<file path="config.mk">
export PLATFORM = sky130hd
export DESIGN_NAME = corevx_loadunit
export DESIGN_NICKNAME = d
export VERILOG_FILES = /design/src/rtl/corevx_loadunit.sv
export SDC_FILE = /design/constraint.sdc
export NUM_CORES = 1
export LEC_CHECK = 0
export BUFFER_PORTS_ARGS = -buffer_cell sky130_fd_sc_hd__buf_2
export CAP_MARGIN = 20
export CORE_MARGIN = 2
export CORE_UTILIZATION = 40
export CTS_CLUSTER_SIZE = 20
export DETAILED_ROUTE_END_ITERATION = 7
export PLACE_DENSITY = 0.69
export SYNTH_ARGS = -nofsm -noshare
export SYNTH_HDL_FRONTEND = slang
export SYNTH_SLANG_ARGS = --single-unit
</file>
<file path="constraint.sdc">
create_clock -name clk -period 3.7 [get_ports clk]
set_input_delay 0.37 -clock clk [delete_from_list [all_inputs] [get_ports clk]]
set_output_delay 0.37 -clock clk [all_outputs]
set_load 0.01 [all_outputs]
</file>
<file path="src/rtl/corevx_loadunit.sv">
// corevx_loadunit: load memory-access stage that performs one word-aligned bus read per load
// and returns the corevx_loadgen aligned/extended result with fault flags to writeback.
module corevx_loadunit #(
    parameter int unsigned TIMEOUT_CYCLES = 255
) (
    input  logic        clk,
    input  logic        rst,
    input  logic        req_valid,
    output logic        req_ready,
    input  logic [31:0] req_address,
    input  logic [2:0]  req_loadtype,
    output logic [31:0] m_address,
    output logic        m_read,
    input  logic        m_waitrequest,
    input  logic        m_readdatavalid,
    input  logic [31:0] m_readdata,
    input  logic [1:0]  m_response,
    output logic [1:0]  lg_inwordoffset,
    output logic [2:0]  lg_loadtype,
    output logic [31:0] lg_datain,
    input  logic        lg_missaligned,
    input  logic        lg_unknowntype,
    input  logic [31:0] lg_dataout,
    output logic        rsp_valid,
    input  logic        rsp_ready,
    output logic [31:0] rsp_data,
    output logic        rsp_missaligned,
    output logic        rsp_unknowntype,
    output logic        rsp_accessfault
);
    typedef enum logic [2:0] {IDLE, CHECK, ADDR, DATA, RESP} state_t;
    state_t state, state_n;
    logic [31:0] addr_q, data_q, cnt;
    logic [2:0]  type_q;
    logic        mis_q, unk_q, af_q, tmo;
    assign tmo = (TIMEOUT_CYCLES != 0) && (cnt == TIMEOUT_CYCLES - 1);
    always_ff @(posedge clk or posedge rst) begin
        if (rst) state <= IDLE;
        else     state <= state_n;
    end
    // a bus event in the timeout cycle wins over the timeout
    always_comb begin
        state_n = state;
        case (state)
            IDLE:    state_n = req_valid ? CHECK : IDLE;
            CHECK:   state_n = (lg_unknowntype || lg_missaligned) ? RESP : ADDR;
            ADDR:    state_n = !m_waitrequest ? DATA : tmo ? RESP : ADDR;
            DATA:    state_n = (m_readdatavalid || tmo) ? RESP : DATA;
            RESP:    state_n = rsp_ready ? IDLE : RESP;
            default: state_n = IDLE;
        endcase
    end
    always_ff @(posedge clk or posedge rst) begin
        if (rst) begin
            addr_q <= '0;
            type_q <= '0;
            data_q <= '0;
            cnt    <= '0;
            mis_q  <= 1'b0;
            unk_q  <= 1'b0;
            af_q   <= 1'b0;
        end else begin
            case (state)
                IDLE: if (req_valid) begin
                    addr_q <= req_address;
                    type_q <= req_loadtype;
                    data_q <= '0;
                    mis_q  <= 1'b0;
                    unk_q  <= 1'b0;
                    af_q   <= 1'b0;
                end
                CHECK: begin
                    mis_q <= lg_missaligned;
                    unk_q <= lg_unknowntype;
                    cnt   <= '0;
                end
                ADDR: begin
                    cnt <= cnt + 32'd1;
                    if (m_waitrequest && tmo) af_q <= 1'b1;
                end
                DATA: begin
                    cnt <= cnt + 32'd1;
                    if (m_readdatavalid) begin
                        data_q <= m_readdata;
                        af_q   <= |m_response;
                    end else if (tmo) af_q <= 1'b1;
                end
                default: ;
            endcase
        end
    end
    assign req_ready       = state == IDLE;
    assign m_read          = state == ADDR;
    assign m_address       = {addr_q[31:2], 2'b00};
    assign lg_inwordoffset = addr_q[1:0];
    assign lg_loadtype     = type_q;
    assign lg_datain       = data_q;
    assign rsp_valid       = state == RESP;
    assign rsp_missaligned = mis_q;
    assign rsp_unknowntype = unk_q;
    assign rsp_accessfault = af_q;
    assign rsp_data        = (mis_q || unk_q || af_q) ? 32'd0 : lg_dataout;
endmodule

</file>
==> impl_metrics.py <==
metrics = {
    "outcome": {
        "status": "complete, no violations",
    },
    "die": {
        "initial_core_util_pct": 40.52,
        "core_area_um2": 12520,
        "fp-row-count": 41,
        "die-height_um": 116.6,
        "ios": 216,
        "dieWidth_um": 116.6,
        "fp.dieArea_um2": 13600,
    },
    "setup_path": {
        "startpoint_type": "flop",
        "crit_path_max_incr_delay_ns": 0.70,
        "crit_chain": "nand2_1, nor2_1, buf_2",
        "r2r_slack_ns": 1.64,
        "crit_required_ns": 3.33,
        "critical_path.max_fanout": 18,
        "crit_slowest_cell": "dfrtp_1",
        "arrival_ns": 1.86,
        "path_class": "flop to primary output",
        "crit_path_end_kind": "primary output",
    },
    "route": {
        "vias_per_cell": 5.030,
        "wirelength_um": 12860,
        "drc": 0,
        "drtPass1Iterations": 4,
        "routedWlPerCell_um": 14.46,
        "drt_iter0_markers": 279,
        "ant_nets": 0,
        "vias": 4472,
    },
    "global_routing": {
        "busiest_layer": "met2",
        "grt_usage_pct": 19.23,
        "grt_pass1_vias": 4416,
        "antenna_found_initial": 0,
        "grt_overflow": 0,
        "grtUsageMet2_pct": 30.97,
        "use_met3_pct": 4.307,
        "grt_use_met1_pct": 25.58,
        "grt_pass1_wl_um": 20870,
        "grt_max_degree": 78,
    },
    "sta": {
        "tns_ns": 0,
        "fmax_ghz": 0.4493,
        "rsz0062_at_grt": "no",
        "worst_slack_ns": 1.474,
        "finalCriticalPeriod_ns": 2.226,
        "slew_headroom_pct": 30.43,
        "timing.final.crit_share_pct": 60.15,
        "fin_skew_ns": 0.009376,
        "worstMarginPinSlew_ns": 1.043,
        "maxSlewViolCount": 0,
        "finalSetupViolCount": 0,
        "hold_viol": 0,
    },
    "yosys": {
        "synth_cell_types": 53,
        "syn_area_per_cell_um2": 9.792,
        "ys.flop_type": "dfrtp_1",
        "yosysSeqAreaShare_pct": 51.80,
        "syn_inst": 518,
        "synthArstFlopShare_pct": 100.0,
        "synth_top_area_share_pct": 51.80,
        "synth_edf_count": 0,
        "synth_seq_cells": 105,
        "yosysTopAreaCell": "dfrtp_1",
        "synth_warnings": 0,
        "synth_area_leaders": "dfrtp_1 52%, mux2_2 7.8%, nand2_1 7.0%",
        "syn-cell-area_um2": 5072,
    },
    "clocking": {
        "cts_buffer_depth": 2,
        "hold_buffers": 0,
        "insertion_delay_ns": 0.35,
        "clkTransAtPathRegs_ns": 0.07,
        "cts_made_buffers": 9,
        "root_buffer": "clkbuf_16",
        "clkSinkCount": 105,
        "htreeDepth": 3,
        "ctsResizeCount": 0,
        "cts_tree": "done",
        "cts_setup_buffers": 0,
    },
    "power_and_ir_drop": {
        "vdd_drop_max_v": 0.0003495,
        "p_leak_nw": 3.291,
        "power_density_nw_per_um2": 674.2,
    },
    "finish": {
        "fillers": 1155,
        "finish.utilization_pct": 52.72,
        "area_growth_pct": 30.09,
        "drive_above_1_share_pct": 39.47,
        "final_common_cell": "buf_2",
        "layout_common_cells": "213 x buf_2, 105 x dfrtp_1, 94 x nand2_1, 49 x o21ai_0",
        "multi_input_comb_area_um2": 2223,
        "final_cell_area_um2": 6599,
        "regArea_um2": 2628,
        "layout.nets": 823,
        "antennaDiodeCount": 0,
    },
    "job": {
        "maxCapViolCount": 0,
    },
    "placed_design": {
        "dpl.hpwl_um": 9332,
        "io_buffer_count": 213,
        "dp_slack_ns": 1.467,
        "place_congestion": 0.7971,
        "placed_cell_area_um2": 6221,
    },
    "worst_hold_path": {
        "hp-class": "input pin to async pin",
    },
}
## layer usage
layer / wire, um / up-vias / part of all wire [%]
li1: - / 2196 / -
met1: 5512 / 2129 / 43
met2: 6413 / 132 / 50
met3: 718 / 15 / 5.6
met4: 213 / 0 / 1.7
met5: 0 / - / 0
## per-stage QoR
stage	hold WS (ns)	total power [W]	std cells
floorplan	0.4625	0.002725	519
global placement	0.4595	0.003336	871
detailed placement	0.4664	0.003389	871
CTS	0.2385	0.004463	887
global route	0.2426	0.004740	889
finish	0.2418	0.004449	889
## worst max-delay path: cells and delay by family (launching register included)
kind | cells | cell delay, ns
buffers and inverters | 1 | 0.16
DFF | 1 | 0.70
and+or+nand+nor | 2 | 0.65
## cells by family after synthesis
logic type                 count (synthesis)  share of synthesized area (%)
DFF                                      105                          51.80
other                                      1                        0.07393
and+or+nand+nor                          207                          20.70
muxes                                     38                          8.387
AOI/OAI and AO/OA                        111                          13.25
xor gates and xnor gates                   4                         0.6906
buffers and inverters                     50                          4.612
adders and majority gates                  2                         0.4933
## state kept, by name, summed over array words and instances, names as in the netlist
| register | flops |
|---|---|
| rsp_missaligned | 1 |
| state | 3 |
| rsp_accessfault | 1 |
| rsp_unknowntype | 1 |
| lg_datain | 32 |
| lg_loadtype | 3 |
| addr_q | 32 |
| cnt | 32 |
## power by group
group | total (W) | internal (W) | switching, W
Sequential | 0.00163 | 0.00142 | 0.000204
Combinational | 0.00176 | 0.000768 | 0.000996
Clock | 0.00106 | 0.000635 | 0.000423
## area by class of cell
| type | instances | share of cell area, % |
|---|---|---|
| clock buffer | 11 | 3.830 |
| multi-input combinational | 364 | 33.69 |
| clock inverter | 5 | 1.308 |
| timing repair buffer | 221 | 17.43 |
| tap | 172 | 3.261 |
| inverter | 11 | 0.6636 |
| sequential | 105 | 39.82 |
## cell usage after synthesis, types with 2 or more instances
master / n
buf_6: 3
ha_1: 2
o22ai_1: 4
buf_2: 13
nor3_4: 2
and4_1: 3
nor4_1: 6
mux2_2: 35
a21o_1: 5
buf_4: 2
xor2_1: 4
o21ai_1: 14
and2_1: 35
mux2i_1: 2
and3_1: 9
nand4_1: 7
nor3_1: 7
inv_1: 11
nand3_1: 14
a21oi_1: 8
a41oi_1: 3
dfrtp_1: 105
a31oi_1: 9
nand2_2: 2
o21ai_0: 49
o41ai_1: 2
nor2_1: 19
a32o_1: 2
nand2_1: 94
clkbuf_1: 20
a211o_1: 2
o31ai_1: 4
## path summary, 6_finish.rpt
| check | start | depth (start not counted) | end |
|---|---|---|---|
| max | state[1] | 3 | m_read |
| max in group asynchronous | rst | 3 | addr_q[25] |
| min in group clk | m_readdata[4] | 3 | lg_datain[4] |
| min reg2reg | lg_datain[15] | 2 | lg_datain[15] |
| max reg2reg | cnt[1] | 6 | cnt[30] |
| min | rst | 2 | addr_q[18] |
Power figures use the tool's default switching activity.
